File: config.mk
export PLATFORM = sky130hd
export DESIGN_NAME = rdi_tx_scheduler_flat
export DESIGN_NICKNAME = d
export VERILOG_FILES = /design/src/rtl/pa_pkg.sv /design/src/rtl/rdi_tx_scheduler_if.sv /design/src/rtl/tx_credit_counter.sv /design/src/rtl/rdi_tx_scheduler.sv /design/src/flat_wrapper.sv
export SDC_FILE = /design/constraint.sdc
export NUM_CORES = 1
export LEC_CHECK = 0
export CORE_MARGIN = 2
export CORE_UTILIZATION = 30
export DETAILED_ROUTE_END_ITERATION = 8
export PLACE_DENSITY = 0.61
export SYNTH_ARGS = -nofsm -noshare
export SYNTH_HDL_FRONTEND = slang
export SYNTH_SLANG_ARGS = --single-unit
File: constraint.sdc
create_clock -name clk_i -period 3.2 [get_ports clk_i]
set_clock_uncertainty 0.05 [all_clocks]
set_input_delay 0.32 -clock clk_i [delete_from_list [all_inputs] [get_ports clk_i]]
set_output_delay 0.32 -clock clk_i [all_outputs]
set_load 0.005 [all_outputs]
File: src/rtl/pa_pkg.sv
// Shared types for the protocol adapter transmit path.
package pa_pkg;

   localparam int CRD_W_DEFAULT = 6;

   typedef enum logic [1:0] {
      NONE = 2'd0,
      DATA = 2'd1,
      RESP = 2'd2,
      CRD  = 2'd3
   } flit_sel_e;

   typedef enum logic {
      IDLE = 1'b0,
      SEND = 1'b1
   } sched_state_e;

endpackage

File: src/rtl/rdi_tx_scheduler_if.sv
// Scheduler <-> write datapath / RDI transmit handshake bundle.
interface rdi_tx_if
   import pa_pkg::*;
#(
   parameter int CRD_W = CRD_W_DEFAULT
) ();
   logic             data_req_i;
   logic             data_pop_o;
   logic             resp_req_i;
   logic             resp_ack_o;
   flit_sel_e        sel_o;
   logic [CRD_W-1:0] crd_flit_cnt_o;
   logic             lp_irdy_o;
   logic             pl_trdy_i;

   modport master (
      input  data_req_i, resp_req_i, pl_trdy_i,
      output data_pop_o, resp_ack_o, sel_o, crd_flit_cnt_o, lp_irdy_o
   );

   modport slave (
      output data_req_i, resp_req_i, pl_trdy_i,
      input  data_pop_o, resp_ack_o, sel_o, crd_flit_cnt_o, lp_irdy_o
   );
endinterface

File: src/rtl/tx_credit_counter.sv
// Saturating credit counter: netted increment/decrement in one cycle,
// clamps at MAX on overflow, holds on underflow, sticky error on either.
module tx_credit_counter #(
   parameter int W    = 6,
   parameter int INIT = 0,
   parameter int MAX  = (1 << W) - 1
) (
   input  logic         clk_i,
   input  logic         rst_n,
   input  logic [W-1:0] inc_i,
   input  logic [W-1:0] dec_i,
   output logic [W-1:0] cnt_o,
   output logic         err_o
);
   logic [W-1:0] cnt_q, cnt_d;
   logic         err_q, err_d;
   logic [W:0]   up;
   logic [W:0]   net;

   assign up  = {1'b0, cnt_q} + {1'b0, inc_i};
   assign net = up - {1'b0, dec_i};

   // Next count with saturation and error detection.
   always_comb begin
      cnt_d = cnt_q;
      err_d = err_q;
      if (up < {1'b0, dec_i}) begin
         err_d = 1'b1;
      end else if (net > (W+1)'(MAX)) begin
         cnt_d = W'(MAX);
         err_d = 1'b1;
      end else begin
         cnt_d = net[W-1:0];
      end
   end

   // Counter and sticky error registers.
   always_ff @(posedge clk_i or negedge rst_n) begin
      if (!rst_n) begin
         cnt_q <= W'(INIT);
         err_q <= 1'b0;
      end else begin
         cnt_q <= cnt_d;
         err_q <= err_d;
      end
   end

   assign cnt_o = cnt_q;
   assign err_o = err_q;
endmodule

File: src/rtl/rdi_tx_scheduler.sv
// RDI transmit slot scheduler: arbitrates data, response and credit-return
// flits, tracks remote and pending local credits.
//
// state | meaning
// IDLE  | no flit offered; arbitrate and grant when enabled
// SEND  | flit offered on RDI (lp_irdy high); wait for pl_trdy
module rdi_tx_scheduler
   import pa_pkg::*;
#(
   parameter int CRD_W      = CRD_W_DEFAULT,
   parameter int CRD_INIT   = 16,
   parameter int CRD_THRESH = 4,
   parameter int CRD_TMO    = 64
) (
   input  logic             clk_i,
   input  logic             rst_n,
   input  logic             enable,
   input  logic             rx_pop_i,
   input  logic             crd_ret_i,
   input  logic [CRD_W-1:0] crd_ret_cnt_i,
   output logic [CRD_W-1:0] tx_crd_o,
   output logic [CRD_W-1:0] rx_pend_o,
   output logic             crd_err_o,
   rdi_tx_if.master         tx
);
   localparam int TMR_W = $clog2(CRD_TMO + 1);

   sched_state_e     state_q, state_d;
   flit_sel_e        sel_q, sel_d, grant;
   logic [CRD_W-1:0] cnt_q, cnt_d;
   logic             rr_resp_q, rr_resp_d;
   logic [TMR_W-1:0] tmr_q;
   logic [CRD_W-1:0] tx_crd, rx_pend;
   logic             tx_err, rx_err;
   logic             accept, data_pop, crd_done;
   logic             data_ok, resp_ok, crd_urg, crd_tmo;

   assign accept   = (state_q == SEND) && tx.pl_trdy_i;
   assign data_pop = accept && (sel_q == DATA);
   assign crd_done = accept && (sel_q == CRD);

   assign data_ok = tx.data_req_i && (tx_crd != '0);
   assign resp_ok = tx.resp_req_i;
   assign crd_urg = rx_pend >= CRD_W'(CRD_THRESH);
   assign crd_tmo = (rx_pend != '0) && (tmr_q == TMR_W'(CRD_TMO));

   // Arbitration, next state and registered selections.
   always_comb begin
      grant     = NONE;
      state_d   = state_q;
      sel_d     = sel_q;
      cnt_d     = cnt_q;
      rr_resp_d = rr_resp_q;
      if (crd_urg)                 grant = CRD;
      else if (resp_ok && data_ok) grant = rr_resp_q ? RESP : DATA;
      else if (resp_ok)            grant = RESP;
      else if (data_ok)            grant = DATA;
      else if (crd_tmo)            grant = CRD;
      case (state_q)
         IDLE: begin
            if (enable && (grant != NONE)) begin
               state_d = SEND;
               sel_d   = grant;
               if (grant == CRD)  cnt_d     = rx_pend;
               if (grant == RESP) rr_resp_d = 1'b0;
               if (grant == DATA) rr_resp_d = 1'b1;
            end
         end
         SEND: begin
            if (tx.pl_trdy_i) begin
               state_d = IDLE;
               sel_d   = NONE;
            end
         end
         default: state_d = IDLE;
      endcase
   end

   // FSM and selection registers.
   always_ff @(posedge clk_i or negedge rst_n) begin
      if (!rst_n) begin
         state_q   <= IDLE;
         sel_q     <= NONE;
         cnt_q     <= '0;
         rr_resp_q <= 1'b1;
      end else begin
         state_q   <= state_d;
         sel_q     <= sel_d;
         cnt_q     <= cnt_d;
         rr_resp_q <= rr_resp_d;
      end
   end

   // Idle timer for returning stale pending credits.
   always_ff @(posedge clk_i or negedge rst_n) begin
      if (!rst_n)                           tmr_q <= '0;
      else if ((rx_pend == '0) || crd_done) tmr_q <= '0;
      else if (tmr_q != TMR_W'(CRD_TMO))    tmr_q <= tmr_q + 1'b1;
   end

   tx_credit_counter #(.W(CRD_W), .INIT(CRD_INIT), .MAX(CRD_INIT)) u_tx_crd (
      .clk_i (clk_i),
      .rst_n (rst_n),
      .inc_i (crd_ret_i ? crd_ret_cnt_i : '0),
      .dec_i ({{(CRD_W-1){1'b0}}, data_pop}),
      .cnt_o (tx_crd),
      .err_o (tx_err)
   );

   tx_credit_counter #(.W(CRD_W), .INIT(0), .MAX((1 << CRD_W) - 1)) u_rx_pend (
      .clk_i (clk_i),
      .rst_n (rst_n),
      .inc_i ({{(CRD_W-1){1'b0}}, rx_pop_i}),
      .dec_i (crd_done ? cnt_q : '0),
      .cnt_o (rx_pend),
      .err_o (rx_err)
   );

   assign tx.data_pop_o     = data_pop;
   assign tx.resp_ack_o     = accept && (sel_q == RESP);
   assign tx.sel_o          = sel_q;
   assign tx.crd_flit_cnt_o = cnt_q;
   assign tx.lp_irdy_o      = (state_q == SEND);
   assign tx_crd_o          = tx_crd;
   assign rx_pend_o         = rx_pend;
   assign crd_err_o         = tx_err | rx_err;
endmodule

File: src/flat_wrapper.sv
// flat-port wrapper written by rule: the top's interface ports become plain ports
module rdi_tx_scheduler_flat import pa_pkg::*;
#(
   parameter int CRD_W      = CRD_W_DEFAULT,
   parameter int CRD_INIT   = 16,
   parameter int CRD_THRESH = 4,
   parameter int CRD_TMO    = 64
)
  (clk_i, rst_n, enable, rx_pop_i, crd_ret_i, crd_ret_cnt_i, tx_crd_o, rx_pend_o, crd_err_o, tx_data_req_i, tx_resp_req_i, tx_pl_trdy_i, tx_data_pop_o, tx_resp_ack_o, tx_sel_o, tx_crd_flit_cnt_o, tx_lp_irdy_o);
  rdi_tx_if #(.CRD_W(CRD_W)) tx_i ();
  input  logic clk_i;
  input  logic rst_n;
  input  logic enable;
  input  logic rx_pop_i;
  input  logic crd_ret_i;
  input  logic [CRD_W-1:0] crd_ret_cnt_i;
  output logic [CRD_W-1:0] tx_crd_o;
  output logic [CRD_W-1:0] rx_pend_o;
  output logic crd_err_o;
  input wire logic [$bits(tx_i.data_req_i)-1:0] tx_data_req_i;
  input wire logic [$bits(tx_i.resp_req_i)-1:0] tx_resp_req_i;
  input wire logic [$bits(tx_i.pl_trdy_i)-1:0] tx_pl_trdy_i;
  output wire logic [$bits(tx_i.data_pop_o)-1:0] tx_data_pop_o;
  output wire logic [$bits(tx_i.resp_ack_o)-1:0] tx_resp_ack_o;
  output wire logic [$bits(tx_i.sel_o)-1:0] tx_sel_o;
  output wire logic [$bits(tx_i.crd_flit_cnt_o)-1:0] tx_crd_flit_cnt_o;
  output wire logic [$bits(tx_i.lp_irdy_o)-1:0] tx_lp_irdy_o;
  assign tx_i.data_req_i = tx_data_req_i;
  assign tx_i.resp_req_i = tx_resp_req_i;
  assign tx_i.pl_trdy_i = tx_pl_trdy_i;
  assign tx_data_pop_o = tx_i.data_pop_o;
  assign tx_resp_ack_o = tx_i.resp_ack_o;
  assign tx_sel_o = tx_i.sel_o;
  assign tx_crd_flit_cnt_o = tx_i.crd_flit_cnt_o;
  assign tx_lp_irdy_o = tx_i.lp_irdy_o;
  rdi_tx_scheduler #(.CRD_W(CRD_W), .CRD_INIT(CRD_INIT), .CRD_THRESH(CRD_THRESH), .CRD_TMO(CRD_TMO)) u_core (.clk_i(clk_i), .rst_n(rst_n), .enable(enable), .rx_pop_i(rx_pop_i), .crd_ret_i(crd_ret_i), .crd_ret_cnt_i(crd_ret_cnt_i), .tx_crd_o(tx_crd_o), .rx_pend_o(rx_pend_o), .crd_err_o(crd_err_o), .tx(tx_i));
endmodule
# Yosys cells after proc, flatten, opt, wreduce, memory -nomap -nowiden
# Cells that the tools add are included.
[classes] mux=24 div=0 magnitude_cmp=5 bitwise=2 n_reduce_logical=20 n_mul=0 add_sub_neg=5 n_eq_ne=10 shifts=0
[op_table] cell="6-bit two-way mux" count=4
[op_table] cell="2-bit two-way mux" count=8
[op_table] cell="7-bit two-way mux" count=2
[op_table] cell="6-bit nonzero test" count=2
[op_table] cell="2-bit nonzero test" count=5
[op_table] cell="2-bit == test, second input constant" count=4
[op_table] cell="1-bit logical AND" count=8
[op_table] cell="1-bit two-way mux" count=8
[op_table] cell="6-bit by 1-bit adder with 7-bit output" count=1
[op_table] cell="6-bit by 6-bit adder with 7-bit output" count=1
[op_table] cell="7-bit by 1-bit adder with 7-bit output, second input constant" count=1
[op_table] cell="7-bit == test, second input constant" count=1
[op_table] cell="7-bit by 5-bit greater-than comparator with 1-bit output, second input constant" count=1
[op_table] cell="7-bit by 6-bit greater-than comparator with 1-bit output, second input constant" count=1
[op_table] cell="7-bit by 1-bit less-than comparator with 1-bit output" count=1
[op_table] cell="7-bit by 6-bit less-than comparator with 1-bit output" count=1
[op_table] cell="7-bit inequality test, second input constant" count=1
[op_table] cell="7-bit by 1-bit subtractor with 7-bit output" count=1
[op_table] cell="7-bit by 6-bit subtractor with 7-bit output" count=1
[op_table] cell="6-bit by 3-bit greater-or-equal comparator with 1-bit output, second input constant" count=1
[op_table] cell="6-bit zero test" count=1
[op_table] cell="3-bit AND reduction" count=2
[op_table] cell="2-bit by 1-bit == test with 1-bit output, second input constant" count=2
[op_table] cell="2-bit case mux with 2 select lines" count=1
[op_table] cell="7 further kinds" count=7
[totals] mem_count=0 romBits=0 regBits=31 ramBits=0 latchBits=0

# Logic depth before layout (Yosys ltp)
# Gate-level depths: netlist of run 1.
[logic_depth] word_depth=11 mapped_depth=12 mapped_depth_nobuf=12

# Modules after synthesis
# A second synthesis of run 1 with hierarchy kept.
[unflattened] cells_unflattened=267 area_unflattened_um2=2538.7
[by_module_without_submodules] mod="rdi_tx_scheduler" cells_each=103 n_inst=1 seq_area_each_um2=426.7 area_each_um2=997.2
[by_module_without_submodules] mod="tx_credit_counter (u_core.u_tx_crd)" cells_each=80 n_inst=1 seq_area_each_um2=176.4 area_each_um2=773.2
[by_module_without_submodules] mod="tx_credit_counter (u_core.u_rx_pend)" cells_each=84 n_inst=1 seq_area_each_um2=175.2 area_each_um2=768.2

# Worst setup path before layout of run 1
# Ideal clock, no wire load.
[synth_timing] path_type="reg2reg" from="register u_core.u_tx_crd.cnt_q[1], in the netlist u_core.u_tx_crd.cnt_o[1]" to="register u_core.cnt_q[0], in the netlist u_core.tx.crd_flit_cnt_o[0]" required_ns=3.025 setup_time_ns=0.125 t_arrival_ns=2.858 stages_incl_launch_ff=12 setup_slack_ns=0.168 path_cell_list="dfrtp_1 or4_1 o31ai_1 a31oi_1 o21ai_1 inv_1 ha_1 nand2b_1 nor2_1 and2_1 clkbuf_1 mux2_2"
[synth_between] elab_chain_len=9 elab_cells_between_ends=11 classes_between="eq/ne (1); mux (4); reduce/logical (6)"
[synth_rtl] element="start: declaration" line_no="tx_credit_counter.sv:15" source="logic [W-1:0] cnt_q, cnt_d;"
[synth_rtl] element="start signal: assignment" line_no="tx_credit_counter.sv:40" source="cnt_q <= W'(INIT);"
[synth_rtl] element="start signal: assignment" line_no="tx_credit_counter.sv:43" source="cnt_q <= cnt_d;"
[synth_rtl] element="6-bit nonzero test (*)" line_no="rdi_tx_scheduler.sv:42" source="assign data_ok = tx.data_req_i && (tx_crd != '0);"
[synth_rtl] element="1-bit logical AND (*)" line_no="rdi_tx_scheduler.sv:42"
[synth_rtl] element="2-bit two-way mux" line_no="rdi_tx_scheduler.sv:57" source="else if (data_ok) grant = DATA;"
[synth_rtl] element="2-bit two-way mux" line_no="rdi_tx_scheduler.sv:56" source="else if (resp_ok) grant = RESP;"
[synth_rtl] element="2-bit two-way mux (*)" line_no="rdi_tx_scheduler.sv:55" source="else if (resp_ok && data_ok) grant = rr_resp_q ? RESP : DATA;"
[synth_rtl] element="2-bit two-way mux (*)" line_no="rdi_tx_scheduler.sv:54" source="if (crd_urg) grant = CRD;"
[synth_rtl] element="2-bit nonzero test" line_no="rdi_tx_scheduler.sv:61" source="if (enable && (grant != NONE)) begin"
[synth_rtl] element="1-bit logical AND" line_no="rdi_tx_scheduler.sv:61"
[synth_rtl] element="3-bit AND reduction (no source line) (*)"
[synth_rtl] element="end signal: assignment" line_no="rdi_tx_scheduler.sv:89" source="cnt_q <= cnt_d;"
[synth_rtl] element="end: declaration" line_no="rdi_tx_scheduler.sv:30" source="logic [CRD_W-1:0] cnt_q, cnt_d;"
# Every way passes the cells marked *; elsewhere a longest branch is shown, timed or not.
# A chain may end at the register's enable or synchronous reset.

# Worst setup path after layout of run 1
[layout_timing] from="input port crd_ret_i" to="register u_core.u_tx_crd.err_q, in the netlist u_core.u_tx_crd.err_o"
[layout_between] elab_chain_len=5 elab_cells_between_ends=7 classes_between="add/sub (2); order compare (2); mux (2); reduce/logical (1)"
[layout_rtl] element="start: declaration" line_no="flat_wrapper.sv:15" source="input logic crd_ret_i;"
[layout_rtl] element="6-bit two-way mux (*)" line_no="rdi_tx_scheduler.sv:104" source=".inc_i (crd_ret_i ? crd_ret_cnt_i : '0),"
[layout_rtl] element="6-bit by 6-bit adder with 7-bit output (*)" line_no="tx_credit_counter.sv:20" source="assign up = {1'b0, cnt_q} + {1'b0, inc_i};"
[layout_rtl] element="7-bit by 1-bit subtractor with 7-bit output" line_no="tx_credit_counter.sv:21" source="assign net = up - {1'b0, dec_i};"
[layout_rtl] element="7-bit by 5-bit greater-than comparator with 1-bit output" line_no="tx_credit_counter.sv:29" source="end else if (net > (W+1)'(MAX)) begin"
[layout_rtl] element="2-bit nonzero test (no source line)"
[layout_rtl] element="end signal: assignment" line_no="tx_credit_counter.sv:44" source="err_q <= err_d;"
[layout_rtl] element="end: declaration" line_no="tx_credit_counter.sv:16" source="logic err_q, err_d;"
# Marked as above.

==> summary.txt, run 1 <==
Status
  • Run status: finished, final reports clean

Clock tree
  • Clock latency at the later pin of the worst-skew pair: 0.29 ns
  • Cts bufs inserted: 5
  • Clock sink count: 31
  • Hold buffer count at CTS: 0
  • Clock Pin Slew Worst Setup and Hold Paths: 0.06 ns
  • Largest buffer count on any clock path: 2
  • TritonCTS clock tree: yes
  • Clock Root Buffer: sky130_fd_sc_hd__clkbuf_8
  • Maximum level of the CTS H-tree: 2

Floorplanning
  • Initial core utilization: 0.306
  • Placement row count: 32
  • Floorplan die area: 0.00848 mm^2
  • Die span in y: 92.1 um
  • Overall die width: 92.1 um
  • Top-Level Pins: 38
  • Placeable Area: 0.00761 mm^2

Critical path
  • Worst Path Class, Setup: input port to register
  • Worst reg2reg path endpoint: u_core.tx.crd_flit_cnt_o[0]
  • Worst setup path startpoint: crd_ret_i
  • Startpoint of the lowest-slack register-to-register path: u_core.u_tx_crd.cnt_o[0]
  • Type of element capturing the critical path: register
  • Arrival time at the worst endpoint: 3.20 ns
  • Critical Path Sink: u_core.u_tx_crd.err_o
  • Number of cells on the worst reg-to-reg path: 12
  • Highest net fanout along the worst path: 5
  • Startpoint Class: input port
  • Worst-case register-to-register setup slack: 0.27 ns
  • Crit path required time: 3.32 ns

STA
  • Period minus WS final: 3.08 ns
  • Unrepaired setup endpoints after global routing: no
  • Worst slew margin relative to its limit: 0.598
  • Final setup violation count: 0
  • Max frequency: 0.325 GHz
  • Transition time at the pin with the least slew margin: 0.597 ns
  • Worst hold margin: 0.380 ns
  • Final-report hold violation count: 0
  • Min setup slack post-route: 0.121 ns
  • Number of slew-limit violations in the final report: 0
  • Fin crit share: 0.962

Pwr
  • Sequential group share of total power: 0.280
  • Largest voltage drop on the vdd net: 210 uV
  • Leakage component of the power: 1.32 nW
  • Clk pwr share: 0.139
  • Cell internal power dissipation: 0.00152 W
  • Proportion of power drawn by combinational gates: 0.581
  • Net switching share of the total power: 0.388
  • Power per unit of standard cell area: 784 mW/mm^2
  • Net switching component of the power: 0.000963 W

Final layout
  • Synthesis-to-finish area growth: 36.0%
  • Total Nets Final: 354
  • Most frequent cells in the layout: 37 x sky130_fd_sc_hd__clkdlybuf4s50_1, 29 x sky130_fd_sc_hd__buf_4, 29 x sky130_fd_sc_hd__dfrtp_1
  • Post-route insts no fill: 420
  • Most common cell after layout, fill and taps aside: sky130_fd_sc_hd__clkdlybuf4s50_1
  • Fraction of layout instances using a drive strength above 1: 0.204
  • Number of diodes added for antenna fixing: 0

Routing
  • DRC violation count after routing: 0
  • Aggregate routed wire length: 5510 um
  • Via-per-instance ratio: 4.91
  • Post-route ant nets: 0
  • Vias: 2064
  • Routed length per instance: 13.1 um
  • Number of DRC markers in iteration 0: 54
  • Detailed-routing iteration count for the pre-antenna-repair pass: 5

Synth
  • Share of the yosys chip area belonging to registers: 0.334
  • Top_reg_cell synth: sky130_fd_sc_hd__dfrtp_1
  • Yosys synthesis warning count: 0
  • Synthesized flop and latch total: 31
  • Avg Cell Area, Syn: 9.50 um^2
  • Async set or reset register ratio after synthesis: 1.00
  • Net count after synthesis: 282
  • Number of synthesized flops with an enable pin: 0
  • Mapped Cells: 245
  • Unique cell type count in the Yosys netlist: 56
  • Post-synthesis cell area: 0.00233 mm^2

GRT
  • Antenna violations before repair: 0
  • Global-route wire length before repair: 9540 um
  • Global-route usage over all layers: 0.140
  • Number of global-route vias before repair: 2044
  • Remaining global-route overflow: 0
  • Maximum number of pins on one net before global-route repair: 32

Placement
  • DPL Wire Length: 4420 um
  • Pre-CTS setup slack: -0.134 ns
  • Final Wtd Congestion: 0.822
  • Buffers added on ports: 37
  • Number of cells after detailed placement: 412

Run
  • Max-cap violations: 0

Hold path
  • Hold Path Class: input port to async pin
## final cells by class
type,instances,area (um^2)
Clock buffer,8,100
Fill cell,773,4440
Inverter,13,48.8
Multi-Input combinational cell,199,1500
Sequential cell,31,778
Tap cell,102,128
Timing Repair Buffer,67,608
## repair_timing
| item | CTS | global route |
|---|---|---|
| gates resized for setup | 0 | 4 |
| endpoints found under the setup margin | 0 | 7 |
| hold endpoints to repair | 0 | 0 |
| setup buffers | 0 | 0 |
## registers in the layout, indices dropped and copies added, names as in the netlist
signal,cells
u_core.rr_resp_q,1
u_core.tmr_q,7
u_core.tx.crd_flit_cnt_o,6
u_core.tx.lp_irdy_o,1
u_core.tx.sel_o,2
u_core.u_rx_pend.cnt_o,6
u_core.u_rx_pend.err_o,1
u_core.u_tx_crd.cnt_o,6
u_core.u_tx_crd.err_o,1
## through the flow
step / power, W / TNS (ns) / area (um^2) / util
global placement: 0.00212 / -0.271 / 3050 / 0.401
CTS: 0.00249 / 0 / 3150 / 0.414
finish: 0.00248 / 0 / 3170 / 0.416
floorplan: 0.00155 / 0 / 2330 / -
global route: 0.00271 / 0 / 3170 / 0.416
detailed placement: 0.00213 / -0.292 / 3050 / 0.401
## worst min path at each step
| stage | start | endpoint | slack (ns) | cells after the start |
|---|---|---|---|---|
| after floorplan | rst_n | u_core.tmr_q[0] | -0.03 | 0 |
| after global placement | u_core.u_rx_pend.err_o | u_core.u_rx_pend.err_o | 0.41 | 1 |
| after detailed placement | u_core.u_rx_pend.err_o | u_core.u_rx_pend.err_o | 0.41 | 1 |
| after CTS | rst_n | u_core.tx.crd_flit_cnt_o[1] | 0.40 | 2 |
| after global routing | rst_n | u_core.tx.crd_flit_cnt_o[1] | 0.43 | 2 |
| final | rst_n | u_core.tx.crd_flit_cnt_o[1] | 0.38 | 2 |
## worst max-delay path, cell delays in order
cell and delay, ns:
sky130_fd_sc_hd__clkdlybuf4s50_1 0.44, sky130_fd_sc_hd__and2_1 0.16, sky130_fd_sc_hd__ha_1 0.21, sky130_fd_sc_hd__fa_1 0.48
sky130_fd_sc_hd__inv_1 0.08, sky130_fd_sc_hd__ha_2 0.22, sky130_fd_sc_hd__xor3_1 0.25, sky130_fd_sc_hd__a211oi_1 0.23
sky130_fd_sc_hd__a41oi_1 0.09, sky130_fd_sc_hd__o211ai_1 0.29, sky130_fd_sc_hd__o211ai_2 0.17, sky130_fd_sc_hd__or2_1 0.25
## per-layer routing
layer / wire [um] / track usage / up-vias
met5: 0 / 0 / -
met4: 103 / 0.0510 / 0
met3: 141 / 0.0247 / 8
met2: 2620 / 0.230 / 35
met1: 2650 / 0.185 / 990
li1: - / - / 1031
## synth_stat cells (2+ instances only)
master | n | share of area
sky130_fd_sc_hd__a211oi_1 | 3 | 0.0097
sky130_fd_sc_hd__o21ai_1 | 8 | 0.017
sky130_fd_sc_hd__mux2i_1 | 3 | 0.013
sky130_fd_sc_hd__o21bai_1 | 2 | 0.0064
sky130_fd_sc_hd__a21boi_0 | 2 | 0.0064
sky130_fd_sc_hd__nor3_1 | 5 | 0.011
sky130_fd_sc_hd__ha_1 | 21 | 0.11
sky130_fd_sc_hd__a21oi_1 | 5 | 0.011
sky130_fd_sc_hd__nor2b_1 | 5 | 0.013
sky130_fd_sc_hd__nand3_1 | 6 | 0.013
sky130_fd_sc_hd__o21ai_0 | 6 | 0.013
sky130_fd_sc_hd__a211oi_2 | 2 | 0.011
sky130_fd_sc_hd__dfstp_2 | 2 | 0.023
sky130_fd_sc_hd__inv_1 | 13 | 0.021
sky130_fd_sc_hd__xor2_1 | 6 | 0.023
sky130_fd_sc_hd__a31oi_1 | 2 | 0.0054
sky130_fd_sc_hd__mux2_2 | 7 | 0.034
sky130_fd_sc_hd__or2_2 | 5 | 0.013
sky130_fd_sc_hd__nand2_1 | 18 | 0.029
sky130_fd_sc_hd__o211ai_1 | 2 | 0.0064
sky130_fd_sc_hd__xnor2_1 | 9 | 0.034
sky130_fd_sc_hd__nor4_1 | 2 | 0.0054
sky130_fd_sc_hd__nor2_1 | 27 | 0.044
sky130_fd_sc_hd__o22a_1 | 7 | 0.026
sky130_fd_sc_hd__o31ai_1 | 2 | 0.0064
sky130_fd_sc_hd__o21a_1 | 3 | 0.0097
sky130_fd_sc_hd__nand2b_1 | 2 | 0.0054
sky130_fd_sc_hd__and3_1 | 4 | 0.011
sky130_fd_sc_hd__dfrtp_1 | 29 | 0.31
sky130_fd_sc_hd__fa_1 | 2 | 0.017
sky130_fd_sc_hd__and2_1 | 10 | 0.027
## logic make-up after synthesis
group           Yosys count  synth area share
simple gates             92             0.204
compound gates           58             0.193
flops                    31             0.334
fa+ha+maj                23             0.130
xor+xnor                 16            0.0666
buf+inv                  15            0.0258
mux                      10            0.0468
## power by group through the flow
| stage | Combinational (W) | Clock, W | Sequential, W |
|---|---|---|---|
| after CTS | 0.00144 | 0.000358 | 0.000692 |
| after global placement | 0.00142 | 0 | 0.000700 |
| after floorplan | 0.000878 | 0 | 0.000673 |
| after detailed placement | 0.00144 | 0 | 0.000698 |
| final | 0.00144 | 0.000346 | 0.000694 |
| after global routing | 0.00162 | 0.000379 | 0.000713 |
(Power assumes the default switching activity.)
==> run 2: changes to the inputs <==
SKIP_LAST_GASP = 1   (was default)
==> results of run 2 <==
Same layout as run 1: the final DEF is identical, and so are final timing and power.
==> run 3: changes to the inputs <==
PLACE_DENSITY = 0.6   (was 0.61)
SYNTH_HIERARCHICAL = 1   (was default)
==> run 3 against run 2 <==
Effect of this change:
- wire length is 6.6% higher
- register-to-register slack got worse by 0.12 ns
- combinational power rose by 57%
- hold slack lost 0.0070 ns
- total power up 30%
- first-iteration DRC count is 9.3% higher
- cell count grew 11%
- core utilization is 1.1 points higher
- sequential share of layout area shrank 2.4 points
- highest routed layer unchanged
==> summary.txt, run 3 <==
STA
  • Min setup slack post-route: 0.0746 ns
  • Final setup violation count: 0
  • Aggregate negative setup slack: 0 ns
  • Period minus WS final: 3.13 ns
  • Max frequency: 0.320 GHz
  • Final-report hold violation count: 0
  • Unrepaired setup endpoints after global routing: yes
  • Fin crit share: 0.977
  • Number of slew-limit violations in the final report: 0

Pwr
  • Largest voltage drop on the vdd net: 335 uV
  • Leakage component of the power: 1.58 nW
  • Power per unit of standard cell area: 923 mW/mm^2

Final layout
  • Most flops, register: u_core/tmr_q
  • Total Nets Final: 409
  • Flip-flop count of the largest register after layout: 7
  • Number of diodes added for antenna fixing: 0
  • Most common cell after layout, fill and taps aside: sky130_fd_sc_hd__buf_4
  • Most frequent cells in the layout: 41 x sky130_fd_sc_hd__buf_4, 37 x sky130_fd_sc_hd__clkdlybuf4s50_1, 29 x sky130_fd_sc_hd__ha_1, 29 x sky130_fd_sc_hd__dfrtp_1, 22 x sky130_fd_sc_hd__inv_1
  • Fraction of layout instances using a drive strength above 1: 0.224
  • Synthesis-to-finish area growth: 38.1%
  • Final core area utilization: 0.427
  • Post-route insts no fill: 467
  • Non-Filler Cell Area, Final: 0.00351 mm^2
  • Layout fillers: 800

Routing
  • Aggregate routed wire length: 5880 um
  • Vias: 2225
  • Post-route ant nets: 0
  • DRC violation count after routing: 0
  • Routed length per instance: 12.6 um
  • Detailed-routing iteration count for the pre-antenna-repair pass: 4
  • Number of DRC markers in iteration 0: 59
  • Via-per-instance ratio: 4.76

Synth
  • Main combinational cell family by area after synthesis: simple AND/OR/NAND/NOR gates
  • Cell type contributing the most total cell area after synthesis: sky130_fd_sc_hd__dfrtp_1
  • Portion of netlist area occupied by mux cells: 0.0310
  • Leading post-synthesis cells by cell area: sky130_fd_sc_hd__dfrtp_1 29%, sky130_fd_sc_hd__ha_1 15%, sky130_fd_sc_hd__and2_1 3.9%
  • Share of the yosys chip area belonging to registers: 0.307
  • Library cell with the highest instance count after synthesis: sky130_fd_sc_hd__ha_1
  • Post-Synth Adder-Cell Area: 0.179
  • Compound-cell area share of the yosys netlist: 0.165
  • Avg Cell Area, Syn: 9.51 um^2
  • Mapped Cells: 267
  • Post-synthesis cell area: 0.00254 mm^2
  • Xor-xnor portion of the synthesized cell area: 0.0789
  • Async set or reset register ratio after synthesis: 1.00
  • Area share of the largest cell type after synthesis: 0.286
  • Most frequent cells after synthesis: 30 x sky130_fd_sc_hd__ha_1, 29 x sky130_fd_sc_hd__dfrtp_1, 22 x sky130_fd_sc_hd__inv_1
  • Yosys synthesis warning count: 6
  • Post-synthesis share of cell area spent on and, or, nand and nor gates: 0.199
  • Number of synthesized flops with an enable pin: 0
  • Unique cell type count in the Yosys netlist: 52
  • Synthesized flop and latch total: 31
  • Top_reg_cell synth: sky130_fd_sc_hd__dfrtp_1

Floorplanning
  • Floorplan die area: 0.00921 mm^2
  • Placeable Area: 0.00822 mm^2
  • Top-Level Pins: 38
  • Die span in y: 96.0 um
  • Placement row count: 33
  • Overall die width: 96.0 um
  • Initial core utilization: 0.309

GRT
  • Number of global-route vias before repair: 2210
  • Remaining global-route overflow: 0
  • Global-route wire length before repair: 9600 um
  • Global-route usage over all layers: 0.134
  • Antenna violations before repair: 0
  • Maximum number of pins on one net before global-route repair: 32

Clock tree
  • Clock Root Buffer: sky130_fd_sc_hd__clkbuf_8
  • Maximum level of the CTS H-tree: 2
  • Hold buffer count at CTS: 0
  • Clock Pin Slew Worst Setup and Hold Paths: 0.07 ns
  • TritonCTS clock tree: yes
  • Largest buffer count on any clock path: 2
  • Cts bufs inserted: 5
  • Clock sink count: 31
  • Clock latency at the later pin of the worst-skew pair: 0.29 ns

Placement
  • Total placed instance area: 0.00335 mm^2
  • Pre-CTS setup slack: -0.248 ns
  • DPL Wire Length: 4640 um
  • Final Wtd Congestion: 0.852
  • Buffers added on ports: 37
  • Number of cells after detailed placement: 455

Critical path
  • Crit path required time: 3.35 ns
  • Startpoint Class: input port
  • Number of cells on the worst reg-to-reg path: 12
  • Worst-case register-to-register setup slack: 0.15 ns
  • Delay of the slowest cell on the worst path: 0.43 ns
  • Worst Path Class, Setup: input port to register
  • Worst reg2reg path endpoint: u_core/tx.crd_flit_cnt_o[3]
  • Type of element capturing the critical path: register
  • WP buf/inv: 1
  • Highest net fanout along the worst path: 6
  • Sequence of cells on the critical path: clkdlybuf4s50_1 -> and2_1 -> ha_1 -> a21o_1 -> a21oi_2 -> o21bai_1 -> a21oi_2 -> xnor2_1 -> ha_1 -> and3_2 -> a221oi_4 -> xnor2_2 -> o211ai_2 -> o2bb2ai_1
  • Cell family contributing the most delay on the critical path: compound AO/OA/AOI/OAI gates
  • Critical Path Slowest Stage Cell: sky130_fd_sc_hd__clkdlybuf4s50_1
  • Startpoint of the lowest-slack register-to-register path: u_core/tmr_q[1]
  • Arrival time at the worst endpoint: 3.28 ns

Status
  • Run status: finished, final reports clean

Hold path
  • Hold Path Class: input port to async pin

Run
  • Max-cap violations: 0
## run 3: changes by cell type after synthesis, sizes merged, moves of 6 or more
cell   change
a21oi     +11
a21o       +7
nand2      -6
ha         +9
inv        +9
o22a       -7
and2       +8
nor2      -10
o21ai     -10
## run 3: layout make-up
class / instances / area [um^2] / share of cell area
Inverter: 22 / 82.6 / 0.0235
Multi-Input combinational cell: 222 / 1750 / 0.498
Clock buffer: 8 / 80.1 / 0.0228
Tap cell: 105 / 131 / 0.0375
Timing Repair Buffer: 79 / 689 / 0.197
Sequential cell: 31 / 778 / 0.222
## run 3: repair_timing
item / CTS / global route
endpoints found under the setup margin: 0 / 16
hold endpoints to repair: 0 / 0
resized for setup: 0 / 12
buffers inserted: 0 / 4
## run 3: worst max-delay path by stage
| stage | startpoint | endpoint | depth (start not counted) |
|---|---|---|---|
| after CTS | u_core/tmr_q[1] | u_core/tx.crd_flit_cnt_o[3] | 12 |
| after global placement | crd_ret_i | u_core/u_tx_crd/cnt_o[3] | 14 |
| final | crd_ret_i | u_core/u_tx_crd/cnt_o[3] | 14 |
| after floorplan | u_core/tmr_q[0] | u_core/tx.crd_flit_cnt_o[0] | 12 |
| after global routing | crd_ret_i | u_core/u_tx_crd/cnt_o[3] | 14 |
| after detailed placement | crd_ret_i | u_core/u_tx_crd/cnt_o[3] | 14 |
## run 3: worst reg2reg max path: stages (launching register included)
cell and delay (ns):
sky130_fd_sc_hd__dfrtp_1 0.38, sky130_fd_sc_hd__inv_1 0.07, sky130_fd_sc_hd__ha_1 0.14, sky130_fd_sc_hd__or4b_4 0.46, sky130_fd_sc_hd__or2_4 0.27, sky130_fd_sc_hd__o31a_1 0.32
sky130_fd_sc_hd__and2_2 0.20, sky130_fd_sc_hd__ha_1 0.20, sky130_fd_sc_hd__nor2b_2 0.12, sky130_fd_sc_hd__nor2b_4 0.15, sky130_fd_sc_hd__and2_4 0.15, sky130_fd_sc_hd__buf_6 0.11
sky130_fd_sc_hd__mux2_2 0.32
## run 3: through the flow
stage	total power [W]	hold WS (ns)
floorplan	0.00196	-0.0256
global placement	0.00283	0.425
detailed placement	0.00286	0.421
CTS	0.00318	0.386
global route	0.00352	0.402
finish	0.00324	0.373
## run 3: logic make-up after synthesis
logic type | count (synthesis)
muxes | 7
other | 1
adders and majority gates | 34
xor gates and xnor gates | 22
and+or+nand+nor | 90
AOI/OAI and AO/OA | 58
buffers and inverters | 24
DFF | 31
## run 3: layer usage
metal	vias to the layer above	part of all wire	wire length, um	global-route usage
met5	-	0	0	0
met1	1030	0.44	2580	0.153
met3	11	0.046	272	0.0321
met2	57	0.49	2880	0.234
met4	0	0.025	147	0.0583
li1	1127	-	-	-
## run 3: power by group
part	switching, W	internal, W	leakage [nW]
clock	0.000139	0.000154	0.0395
combinational	0.00105	0.00120	1.19
sequential	0.000139	0.000545	0.353
